[config.mk]
export PLATFORM = sky130hd
export DESIGN_NAME = jacobi2d_unrolled_1_tap_reader
export DESIGN_NICKNAME = d
export VERILOG_FILES = /design/src/rtl/jacobi2d_unrolled_1_pkg.sv /design/src/rtl/jacobi2d_unrolled_1_tap_capture.sv /design/src/rtl/jacobi2d_unrolled_1_tap_reader.sv
export SDC_FILE = /design/constraint.sdc
export NUM_CORES = 1
export LEC_CHECK = 0
export BUFFER_PORTS_ARGS = -buffer_cell sky130_fd_sc_hd__buf_2
export CORE_UTILIZATION = 35
export DETAILED_ROUTE_END_ITERATION = 10
export PLACE_DENSITY = 0.66
export SETUP_SLACK_MARGIN = 0.4
export SYNTH_ARGS = -nofsm -noshare
export SYNTH_HDL_FRONTEND = slang
export SYNTH_SLANG_ARGS = --single-unit
[constraint.sdc]
create_clock -name clk -period 2.3 [get_ports clk]
set_input_delay 0.23 -clock clk [delete_from_list [all_inputs] [get_ports clk]]
set_output_delay 0.23 -clock clk [all_outputs]
set_load 0.05 [all_outputs]
[src/rtl/jacobi2d_unrolled_1_pkg.sv]
// Shared constants and types for the jacobi2d delay-line tap reader.
package jacobi2d_unrolled_1_pkg;

  localparam int unsigned DEPTH = 2054;
  localparam int unsigned PRIME = DEPTH - 1;
  localparam int unsigned NTAPS = 5;
  localparam int unsigned TAP_AW = 12;

  // Read offsets relative to the bank write pointer; tap0 in the LSB slot.
  // 2053 hits the newest word, 1 the oldest word still held.
  localparam logic [NTAPS-1:0][TAP_AW-1:0] TAP_OFF = {
    12'd1, 12'd1026, 12'd1027, 12'd1028, 12'd2053
  };

  typedef enum logic [1:0] {
    StAccept,
    StRead,
    StFlush,
    StOut
  } state_e;

endpackage

[src/rtl/jacobi2d_unrolled_1_tap_capture.sv]
// Five-slot tap capture register with indexed write and flattened output.
module jacobi2d_unrolled_1_tap_capture #(
  parameter int unsigned WIDTH = 32,
  parameter int unsigned NTAPS = 5,
  parameter int unsigned IW    = 3
) (
  input  logic                   clk_i,
  input  logic                   rst_i,
  input  logic                   en_i,
  input  logic [IW-1:0]          idx_i,
  input  logic [WIDTH-1:0]       data_i,
  output logic [NTAPS*WIDTH-1:0] data_o
);

  logic [NTAPS-1:0][WIDTH-1:0] slots_q;

  // Write the selected slot; reset clears any partially captured tuple.
  always_ff @(posedge clk_i) begin
    if (rst_i) begin
      slots_q <= '0;
    end else if (en_i) begin
      slots_q[idx_i] <= data_i;
    end
  end

  assign data_o = slots_q;

endmodule

[src/rtl/jacobi2d_unrolled_1_tap_reader.sv]
// Stream-side controller: writes input pixels into the delay-line bank, then
// reads the five stencil taps back and presents them as one tuple.
module jacobi2d_unrolled_1_tap_reader
  import jacobi2d_unrolled_1_pkg::*;
#(
  parameter int unsigned WIDTH = 32,
  parameter int unsigned DEPTH = 2054,
  parameter int unsigned AW    = 12,
  parameter int unsigned NTAPS = 5
) (
  input  logic                   clk,
  input  logic                   rst,
  input  logic                   in_valid,
  output logic                   in_ready,
  input  logic [WIDTH-1:0]       in_data,
  output logic                   bank_wen,
  output logic [WIDTH-1:0]       bank_wdata,
  output logic [AW-1:0]          bank_raddr,
  input  logic [WIDTH-1:0]       bank_rdata,
  output logic                   out_valid,
  input  logic                   out_ready,
  output logic [NTAPS*WIDTH-1:0] out_data,
  output logic                   primed
);

  localparam int unsigned IW = 3;
  localparam logic [AW-1:0] Prime = AW'(DEPTH - 1);
  localparam logic [IW-1:0] LastIdx = IW'(NTAPS - 1);

  state_e        state_q, state_d;
  logic [AW-1:0] fill_q, fill_d, fill_inc;
  logic [IW-1:0] idx_q, idx_d;
  logic          cap_en;
  logic [IW-1:0] cap_idx;

  // Saturating fill count; once primed every accepted pixel yields a tuple.
  assign fill_inc = (fill_q >= Prime) ? Prime : fill_q + 1'b1;
  assign primed   = (fill_q == Prime);

  // State, fill count and tap index registers.
  always_ff @(posedge clk) begin
    if (rst) begin
      state_q <= StAccept;
      fill_q  <= '0;
      idx_q   <= '0;
    end else begin
      state_q <= state_d;
      fill_q  <= fill_d;
      idx_q   <= idx_d;
    end
  end

  // Next-state decode and handshake/bank outputs.
  always_comb begin
    state_d    = state_q;
    fill_d     = fill_q;
    idx_d      = idx_q;
    in_ready   = 1'b0;
    bank_wen   = 1'b0;
    bank_wdata = in_data;
    bank_raddr = '0;
    out_valid  = 1'b0;
    cap_en     = 1'b0;
    cap_idx    = '0;

    unique case (state_q)
      StAccept: begin
        in_ready = 1'b1;
        // No writes while reset is held so the bank pointer stays aligned.
        if (in_valid && !rst) begin
          bank_wen = 1'b1;
          fill_d   = fill_inc;
          if (fill_inc >= Prime) begin
            state_d = StRead;
            idx_d   = '0;
          end
        end
      end
      StRead: begin
        bank_raddr = AW'(TAP_OFF[idx_q]);
        // Read data lags the address by one cycle.
        if (idx_q != '0) begin
          cap_en  = 1'b1;
          cap_idx = idx_q - 1'b1;
        end
        if (idx_q == LastIdx) begin
          state_d = StFlush;
          idx_d   = '0;
        end else begin
          idx_d = idx_q + 1'b1;
        end
      end
      StFlush: begin
        cap_en  = 1'b1;
        cap_idx = LastIdx;
        state_d = StOut;
      end
      StOut: begin
        out_valid = 1'b1;
        if (out_ready) begin
          state_d = StAccept;
        end
      end
      default: begin
        state_d = StAccept;
      end
    endcase
  end

  jacobi2d_unrolled_1_tap_capture #(
    .WIDTH(WIDTH),
    .NTAPS(NTAPS),
    .IW   (IW)
  ) u_capture (
    .clk_i (clk),
    .rst_i (rst),
    .en_i  (cap_en),
    .idx_i (cap_idx),
    .data_i(bank_rdata),
    .data_o(out_data)
  );

endmodule
Yosys cells after proc, flatten, opt, wreduce, memory -nomap -nowiden
Memories as Yosys holds them, arrays and structs flattened. A register that Yosys moved wholly into a read port is not among the register bits.
Index checks and enable logic that the tools add are counted.
{ "classes": {"addsub": 3, "n_lt_le_gt_ge": 5, "n_eq_ne": 9, "n_mux": 25, "reduce_logical": 9} }
{ "op_table": {"columns": ["cell", "n"], "rows": [
  ["$bwmux W160", 1],
  ["$demux W32 S3", 1],
  ["$mux W12", 3],
  ["$mux W32", 1],
  ["$ge A12 B12 Y1 const B", 2],
  ["$mux W3", 6],
  ["$add A12 B1 Y12 const B", 1],
  ["$eq A12 B12 Y1 const B", 1],
  ["$pmux W3 S2", 2],
  ["$lt A3 B4 Y1 const B", 2],
  ["$mux W2", 4],
  ["$ne A2 B2 Y1 const B", 4],
  ["$pmux W2 S4", 1],
  ["$mux W1", 5],
  ["$eq A2 B2 Y1 const B", 2],
  ["$reduce_and A4 Y1", 1],
  ["$add A3 B1 Y3 const B", 1],
  ["$eq A3 B3 Y1 const B", 1],
  ["$ge A3 B1 Y1 const B", 1],
  ["$reduce_and A3 Y1", 1],
  ["$reduce_bool A3 Y1", 1],
  ["$sub A3 B1 Y3 const B", 1],
  ["$eq A2 B1 Y1 const B", 1],
  ["$logic_and A1 B1 Y1", 2],
  ["5 further kinds", 5]
]} }
{ "totals": {"reg_bits": 177, "rom_bits": 96, "inputBits": 68, "output_inout_bits": 208, "elab_cells": 60, "n_memories": 1} }
{ "memory_table": {"columns": ["memory", "words", "width", "read_ports", "rd_ports_with_merged_regs", "write_ports", "line", "text"], "rows": [
  ["(no name shown)", 8, 12, 1, 1, 0, "jacobi2d_unrolled_1_tap_reader.sv:80", "bank_raddr = AW'(TAP_OFF[idx_q]);"]
]} }

Logic depth before layout (Yosys ltp)
Gate-level depths: netlist (run 1).
{ "logic_depth": {"ltp_word": 8, "ltp_mapped": 12, "ltp_nobuf": 10} }

Modules after synthesis
From an unflattened synthesis (run 1), not the netlist that was laid out.
{ "hier_totals": {"hier_cells": 781, "hier_area_um2": 8061.5} }
{ "modules_own_cells": {"columns": ["mod", "instances", "cells_each", "area_per_inst_um2", "seq_area_each_um2"], "rows": [
  ["jacobi2d_unrolled_1_tap_capture", 1, 558, 6287.3, 3203.1],
  ["jacobi2d_unrolled_1_tap_reader", 1, 223, 1774.2, 440.4]
]} }

Worst setup path after synthesis (run 1)
No wires, ideal clock.
{ "synth_timing": {"path_kind": "register -> register", "startpoint": "reg fill_q[0]", "endpoint": "reg with a tool-made name", "setup_time_ns": 0.127, "arrival_time_ns": 2.309, "t_required_ns": 2.173, "slack_ns": -0.136, "stages_incl_launch_ff": 10, "n_path_buf": 0, "synth_period_minus_slack_ns": 2.436, "cell_sequence": "dfxtp_1 inv_1 ha_1 nor2b_1 o211ai_1 a22o_1 or4_4 a211o_1 a31oi_4 nor2_1"} }
{ "synth_lines": {"columns": ["item", "line", "text"], "rows": [
  ["from (decl)", "jacobi2d_unrolled_1_tap_reader.sv:31", "logic [AW-1:0] fill_q, fill_d, fill_inc;"],
  ["from (signal assigned)", "jacobi2d_unrolled_1_tap_reader.sv:48", "fill_q <= fill_d;"]
]} }

==> results of run 1 <==
-- routing by layer --
layer / wire [um] / global-route usage / part of all wire
met3: 2060 / 0.0591 / 0.074
met1: 11800 / 0.307 / 0.43
met2: 13200 / 0.388 / 0.47
met4: 728 / 0.0849 / 0.026
met5: 0 / 0 / 0
-- critical path: cells and delay by family, from the launching register on --
family | cells | cell delay [ns]
simple gates | 3 | 0.97
compound gates | 4 | 0.96
flops | 1 | 0.36
-- path summary, 6_finish.rpt --
| check | from | depth (start not counted) | to | slack (ns) |
|---|---|---|---|---|
| min | bank_rdata[15] | 3 | u_capture.data_o[111] | 0.09 |
| min reg2reg | u_capture.data_o[95] | 2 | u_capture.data_o[95] | 0.45 |
| max reg2reg | fill_q[5] | 7 | flop | -0.09 |
| max | fill_q[5] | 7 | flop | -0.09 |
-- sequential cells by signal (all words and copies together), names as in the netlist, named ones only --
signal / flops
fill_q: 12
idx_q: 3
u_capture.data_o: 160
state_q: 2
-- what timing repair did --
action | CTS | global route
pin swaps | 102 | 47
setup endpoints to repair | 180 | 187
gates resized for setup | 171 | 164
cloned | 20 | 10
buffers inserted | 32 | 21
-- metrics by stage --
step	TNS, ns	cells
floorplan	0	935
global placement	-0.632	1343
detailed placement	-0.764	1343
CTS	-0.697	1427
global route	-1.20	1458
finish	-0.436	1458
-- Yosys cell counts (all sizes together), types with 3 or more instances --
master  instances
ha             12
a21oi         167
nor3            6
buf            41
dfxtp         182
o21ai          15
or4             3
a31oi           6
a21o            3
nand3           5
nand2b          7
clkbuf         58
or3             5
mux2i           3
nor4            5
inv            12
nand2         336
and2            6
nand4           5
nor2           20
nor2b           6
-- cell families after synthesis --
group / after synthesis / share of synthesized area
buffers and inverters: 111 / 0.0795
other: 1 / 0.000516
muxes: 4 / 0.00568
DFF: 182 / 0.501
and+or+nand+nor: 411 / 0.237
xor gates and xnor gates: 3 / 0.00361
AOI/OAI and AO/OA: 205 / 0.153
adders and majority gates: 12 / 0.0206
-- power by group through the flow --
stage | clock network [mW] | logic [mW] | registers, mW
2_1_floorplan | 0 | 0.272 | 3.23
3_3_place_gp | 0 | 0.232 | 3.23
3_5_place_dp | 0 | 0.233 | 3.23
4_1_cts | 3.07 | 0.240 | 3.16
5_1_grt | 3.21 | 0.276 | 3.16
6_report | 3.03 | 0.259 | 3.16
-- area by class of cell --
cell class | instances | area (um^2)
flip-flops and latches | 182 | 3680
multi-input cells | 647 | 3980
inverters | 12 | 56.3
clock buffers | 17 | 425
fillers | 1807 | 8990
clock inverters | 15 | 190
repair buffers | 315 | 2650
well taps | 270 | 338
==> summary.txt, run 1 <==
Outcome
  • Status: finished with violations
  • Failing checks: negative setup slack

Global routing
  • Number of global-route vias before repair: 6912
  • Residual overflow from global routing: 0
  • Initial antenna violation count: 0
  • Maximum number of pins on one net before global-route repair: 173
  • Gr usage total: 0.239
  • Wire length of the first global-routing pass: 39.2 mm

Power
  • Clock group share of total power: 0.470
  • Internal power: 4.79 mW
  • PD cells: 570 nW/um^2
  • Final total power: 6.44 mW
  • Leakage component of the power: 4.58 nW
  • Switching share of total power: 0.257
  • Power dissipated by switching net loads: 1.65 mW
  • Logic gate share of total power: 0.040
  • Worst IR drop on VDD: 0.000468 V
  • Sequential Power Share: 0.490

Yosys
  • Flops & latches, synth: 182
  • Largest area contributor in the netlist: sky130_fd_sc_hd__dfxtp_1
  • Number of distinct standard cells referenced by the synthesized netlist: 46
  • EDFF count, synth: 0
  • Dominant cells by area after synthesis: sky130_fd_sc_hd__dfxtp_1 50%, sky130_fd_sc_hd__nand2_1 17%, sky130_fd_sc_hd__a21oi_1 11%, sky130_fd_sc_hd__buf_4 4.0%, sky130_fd_sc_hd__clkbuf_1 3.0%
  • Part of the Yosys area used for sequential elements: 0.501
  • Cell area after synthesis: 7270 um^2
  • Most used DFF post-synth: sky130_fd_sc_hd__dfxtp_1
  • Synthesized area per cell: 7.83 um^2
  • Synth async-reset ratio: 0
  • Number of warning messages in the yosys log: 0
  • Portion of synthesized cell area occupied by the leading cell type: 0.501
  • Synthesized netlist cell count: 929

STA
  • Worst hold margin: 0.0869 ns
  • Number of max-slew violations in the final report: 0
  • Slew headroom: 0.396
  • Part of the cycle the worst path needs: 1.04
  • Max Fclk: 0.418 GHz
  • Measured slew at the worst slew-check pin: 0.906 ns
  • RSZ-0062 raised after global routing: true
  • Post-route minimum period: 2.39 ns
  • Minimum setup slack in the final design: -0.0925 ns
  • Final hold vios: 0
  • Final setup violating endpoints: 7
  • Clock Skews: 0.0110 ns

Floorplanning
  • IO Count: 276
  • Die Span Y: 146 um
  • Rows: 52
  • Die area: 21400 um^2
  • Effective utilization at floorplan: 0.358
  • CORE AREA: 20300 um^2
  • Horizontal die dimension: 146 um

Setup path
  • Highest cell delay on the worst timing path: 0.59 ns
  • CP endpoint kind: flop
  • Worst Path Class, Setup: flop to flop
  • Cells traversed along the worst timing path: nor4_4, o211ai_1, a22o_1, or4_4, a211o_1, a31oi_4, nor2_1
  • CP arrival: 2.70 ns
  • Library cell contributing the largest single delay on the critical path: sky130_fd_sc_hd__or4_4
  • Critical path data required time: 2.61 ns
  • Worst Setup Start Kind: flop
  • Maximum fanout along the worst path: 6

Drt
  • DR vias: 7465
  • Routed Antenna Nets: 0
  • Vias per std cell: 5.12
  • Average wire per standard cell: 19.1 um
  • Initial drt markers: 485
  • Number of remaining DRC errors: 0
  • Iteration count of the initial detailed-routing pass: 5
  • Wire length reported by the detailed router: 27.8 mm

Placed design
  • Buffers added on ports: 204
  • Weighted congestion reported at the end of routability-driven placement: 0.820
  • HPWL after detailed placement: 14.7 mm
  • Pre-CTS setup slack: -0.136 ns
  • Area after DPL: 8550 um^2

Flow run
  • Max Cap Viol: 0

Finish
  • Fraction of final layout cells sized beyond drive strength 1: 0.482
  • Leading cell type in the layout, fill and taps excluded: sky130_fd_sc_hd__buf_2
  • End-of-flow core utilization: 0.557
  • Antenna diode count: 0
  • Layout Area Growth over Synthesis: 55.5%
  • Commonest cells after routing, fill and taps aside: 196 x sky130_fd_sc_hd__buf_2, 182 x sky130_fd_sc_hd__nand2_1, 166 x sky130_fd_sc_hd__dfxtp_1
  • Nets: 1255
  • Summed area of non-filler cells in the final layout: 11300 um^2

CTS
  • Root cell of the clock tree: sky130_fd_sc_hd__clkbuf_16
  • Clock edge transition at the registers on the reported setup and hold paths: 0.08 ns
  • Maximum clock insertion buffer count: 2
  • Clock insertion delay at the later pin of the skew report: 0.44 ns
  • Hold buffer count at CTS: 0
  • CTS H-tree depth: 4
  • TritonCTS Sinks: 182
  • Clock buffer count from CTS: 17
  • Clock tree from TritonCTS: yes

Min path
  • Worst hold-check path type: primary input to flop
(Power assumes the default switching activity.)
==> inputs of run 2 (changes only) <==
--- a/config.mk
+++ b/config.mk
@@ -8,8 +8,9 @@
 export BUFFER_PORTS_ARGS = -buffer_cell sky130_fd_sc_hd__buf_2
 export CORE_UTILIZATION = 35
 export DETAILED_ROUTE_END_ITERATION = 10
-export PLACE_DENSITY = 0.66
+export PLACE_DENSITY = 0.64
 export SETUP_SLACK_MARGIN = 0.4
 export SYNTH_ARGS = -nofsm -noshare
 export SYNTH_HDL_FRONTEND = slang
+export SYNTH_HIERARCHICAL = 1
 export SYNTH_SLANG_ARGS = --single-unit
==> constraint.sdc (replaced) <==
create_clock -name clk -period 2.3 [get_ports clk]
set_input_delay 0.23 -clock clk [delete_from_list [all_inputs] [get_ports clk]]
set_output_delay 0.23 -clock clk [all_outputs]
set_load 0.01 [all_outputs]
==> run 2 against run 1 <==
  * The run ends with design-rule violations left
  * Cell count shrank 11%
  * Design area shrank 4.3%
  * Clock power shrank 1%
  * First-iteration DRC count shrank 39%
  * Register-to-register slack gained 0.23 ns
  * Sequential cell count is the same
  * Largest cell class unchanged
  * Largest power group unchanged
  * Highest routed layer unchanged
==> summary.txt, run 2 <==
Outcome
  • Status: finished with violations
  • Failing checks: design-rule violations

Floorplanning
  • Horizontal die dimension: 154 um
  • Die Span Y: 154 um
  • Effective utilization at floorplan: 0.356
  • Rows: 55
  • IO Count: 276
  • Die area: 23600 um^2
  • CORE AREA: 22600 um^2

Setup path
  • Setup slack, reg-to-reg: 0.13 ns
  • CP endpoint kind: flop
  • Library cell contributing the largest single delay on the critical path: sky130_fd_sc_hd__or4_4
  • Critical Path Start: fill_q[1]
  • Worst Setup Start Kind: flop
  • Largest delay share family, worst path: simple AND/OR/NAND/NOR gates
  • Stages on worst setup path: 8
  • Worst Path Class, Setup: flop to flop
  • Buf+Inv Stages, Crit Path: 1
  • Cells traversed along the worst timing path: ha_4, inv_2, or4_4, nand3_2, a41oi_2, a21oi_2, mux2_4, o21ba_1
  • Maximum fanout along the worst path: 7
  • CP arrival: 2.49 ns
  • Critical path data required time: 2.62 ns
  • Launching point of the worst reg2reg path: fill_q[1]
  • Highest cell delay on the worst timing path: 0.51 ns
  • Length in cells of the worst reg-to-reg path: 8

STA
  • Final hold vios: 0
  • Part of the cycle the worst path needs: 0.942
  • Worst hold margin: 0.167 ns
  • RSZ-0062 raised after global routing: true
  • Max Fclk: 0.462 GHz
  • Measured slew at the worst slew-check pin: 0.770 ns
  • Post-route minimum period: 2.17 ns
  • Clock Skews: 0.0117 ns
  • Final setup violating endpoints: 0
  • Slew headroom: 0.487
  • Number of max-slew violations in the final report: 0

Yosys
  • Dominant cells by area after synthesis: sky130_fd_sc_hd__dfxtp_1 45%, sky130_fd_sc_hd__mux2i_1 20%, sky130_fd_sc_hd__nand2b_1 15%, sky130_fd_sc_hd__buf_4 4.6%, sky130_fd_sc_hd__ha_1 1.9%
  • Flops & latches, synth: 182
  • Number of distinct standard cells referenced by the synthesized netlist: 52
  • Number of warning messages in the yosys log: 6
  • Cell area after synthesis: 8060 um^2
  • Largest area contributor in the netlist: sky130_fd_sc_hd__dfxtp_1
  • Most used DFF post-synth: sky130_fd_sc_hd__dfxtp_1
  • Synthesized area per cell: 10.3 um^2
  • Synthesized netlist cell count: 781
  • Portion of synthesized cell area occupied by the leading cell type: 0.452
  • Commonest cells in the synthesized netlist: 194 x sky130_fd_sc_hd__nand2b_1, 182 x sky130_fd_sc_hd__dfxtp_1, 162 x sky130_fd_sc_hd__mux2i_1
  • Synth async-reset ratio: 0
  • Part of the Yosys area used for sequential elements: 0.452
  • EDFF count, synth: 0
  • Most common cell in the netlist: sky130_fd_sc_hd__nand2b_1

Finish
  • Commonest cells after routing, fill and taps aside: 203 x sky130_fd_sc_hd__buf_2, 193 x sky130_fd_sc_hd__nand2b_1, 172 x sky130_fd_sc_hd__dfxtp_1
  • Leading cell type in the layout, fill and taps excluded: sky130_fd_sc_hd__buf_2
  • Max FFs per register: 160
  • Fraction of final layout cells sized beyond drive strength 1: 0.372
  • Count of placed standard cells in the final layout, fillers left out: 1291
  • Number of filler instances in the final layout: 2086
  • Summed area of non-filler cells in the final layout: 10800 um^2
  • Antenna diode count: 0
  • Layout Area Growth over Synthesis: 34.2%
  • End-of-flow core utilization: 0.478
  • Nets: 1073

Power
  • Clock group share of total power: 0.446
  • Power dissipated by switching net loads: 1.78 mW
  • Switching share of total power: 0.265
  • Worst IR drop on VDD: 0.000413 V
  • Leakage component of the power: 5.46 nW
  • Logic gate share of total power: 0.079
  • Final total power: 6.70 mW
  • Internal power: 4.92 mW
  • PD cells: 620 nW/um^2
  • Sequential Power Share: 0.475

Drt
  • DR vias: 6086
  • Wire length reported by the detailed router: 22.5 mm
  • Iteration count of the initial detailed-routing pass: 9
  • Average wire per standard cell: 17.4 um
  • Vias per std cell: 4.71
  • Routed Antenna Nets: 0
  • Number of remaining DRC errors: 2
  • Initial drt markers: 297

Global routing
  • Number of global-route vias before repair: 5733
  • Maximum number of pins on one net before global-route repair: 206
  • Residual overflow from global routing: 0
  • Gr usage total: 0.178
  • Wire length of the first global-routing pass: 32.6 mm
  • Initial antenna violation count: 0

Flow run
  • Max Cap Viol: 0

CTS
  • Clock tree from TritonCTS: yes
  • TritonCTS Sinks: 182
  • Root cell of the clock tree: sky130_fd_sc_hd__clkbuf_16
  • Clock insertion delay at the later pin of the skew report: 0.43 ns
  • Clock buffer count from CTS: 17
  • Clock edge transition at the registers on the reported setup and hold paths: 0.07 ns
  • Hold buffer count at CTS: 0
  • Maximum clock insertion buffer count: 2
  • CTS H-tree depth: 4

Placed design
  • HPWL after detailed placement: 12.9 mm
  • Area after DPL: 9310 um^2
  • Buffers added on ports: 204
  • Weighted congestion reported at the end of routability-driven placement: 0.826
  • Number of instances in the placed design: 1213

Min path
  • Worst hold-check path type: primary input to flop
run 2: area by class of cell:
class | instances | area, um^2 | share of cell area
inverters | 13 | 48.8 | 0.00451
clock inverters | 14 | 170 | 0.0157
flip-flops and latches | 182 | 3660 | 0.338
well taps | 285 | 357 | 0.0330
multi-input cells | 505 | 4150 | 0.383
repair buffers | 274 | 2000 | 0.185
clock buffers | 18 | 439 | 0.0406
run 2: tightest hold or removal path, delay by kind of cell:
| family | cells | cell delay (ns) |
|---|---|---|
| buf+inv | 1 | 0.07 |
| simple gates | 1 | 0.11 |
| mux | 1 | 0.14 |
run 2: worst min-delay path by stage:
| stage | cells past startpoint | to | slack (ns) | startpoint |
|---|---|---|---|---|
| detailed placement | 2 | u_capture/data_o[13] | 0.46 | u_capture/data_o[13] |
| CTS | 3 | u_capture/data_o[152] | 0.15 | bank_rdata[24] |
| floorplan | 2 | u_capture/data_o[32] | 0.47 | bank_rdata[0] |
| global placement | 2 | u_capture/data_o[4] | 0.45 | u_capture/data_o[4] |
| global route | 3 | u_capture/data_o[150] | 0.17 | bank_rdata[22] |
| finish | 3 | u_capture/data_o[152] | 0.17 | bank_rdata[24] |
run 2: cell families (layout without fill, tap and decap cells):
family | after synthesis | in the layout | synth area share
simple gates | 271 | 271 | 0.209
flops | 182 | 182 | 0.452
mux | 164 | 164 | 0.204
buf+inv | 100 | 319 | 0.0723
compound gates | 49 | 49 | 0.0411
fa+ha+maj | 12 | 12 | 0.0186
xor+xnor | 2 | 2 | 0.00217
other cells | 1 | 7 | 0.000465
run 2: layer usage:
metal | share of wire | wire length, um | global-route usage
met1 | 0.47 | 10500 | 0.232
met2 | 0.48 | 10700 | 0.295
met3 | 0.041 | 916 | 0.0313
met4 | 0.016 | 371 | 0.0648
met5 | 0 | 0 | 0
run 2: power groups by stage:
stage               clock network [mW]  logic [mW]  registers (mW)
finish                            2.99       0.527            3.18
global route                      3.20       0.574            3.19
CTS                               3.08       0.483            3.18
detailed placement                   0       0.419            3.26
global placement                     0       0.418            3.26
floorplan                            0       0.363            3.25
run 2: through the flow:
stage,TNS [ns],setup slack [ns]
global placement,0,0.0129
CTS,0,0.131
global route,0,0.0310
detailed placement,-0.0320,-0.0320
finish,0,0.134
floorplan,0,0.192
run 2: timing repair:
action,4_1_cts,5_1_grt
cloned,6,9
hold endpoints to repair,0,0
buffers inserted,18,13
gates resized for setup,18,55
endpoints found under the setup margin,177,180
pin swaps,9,12
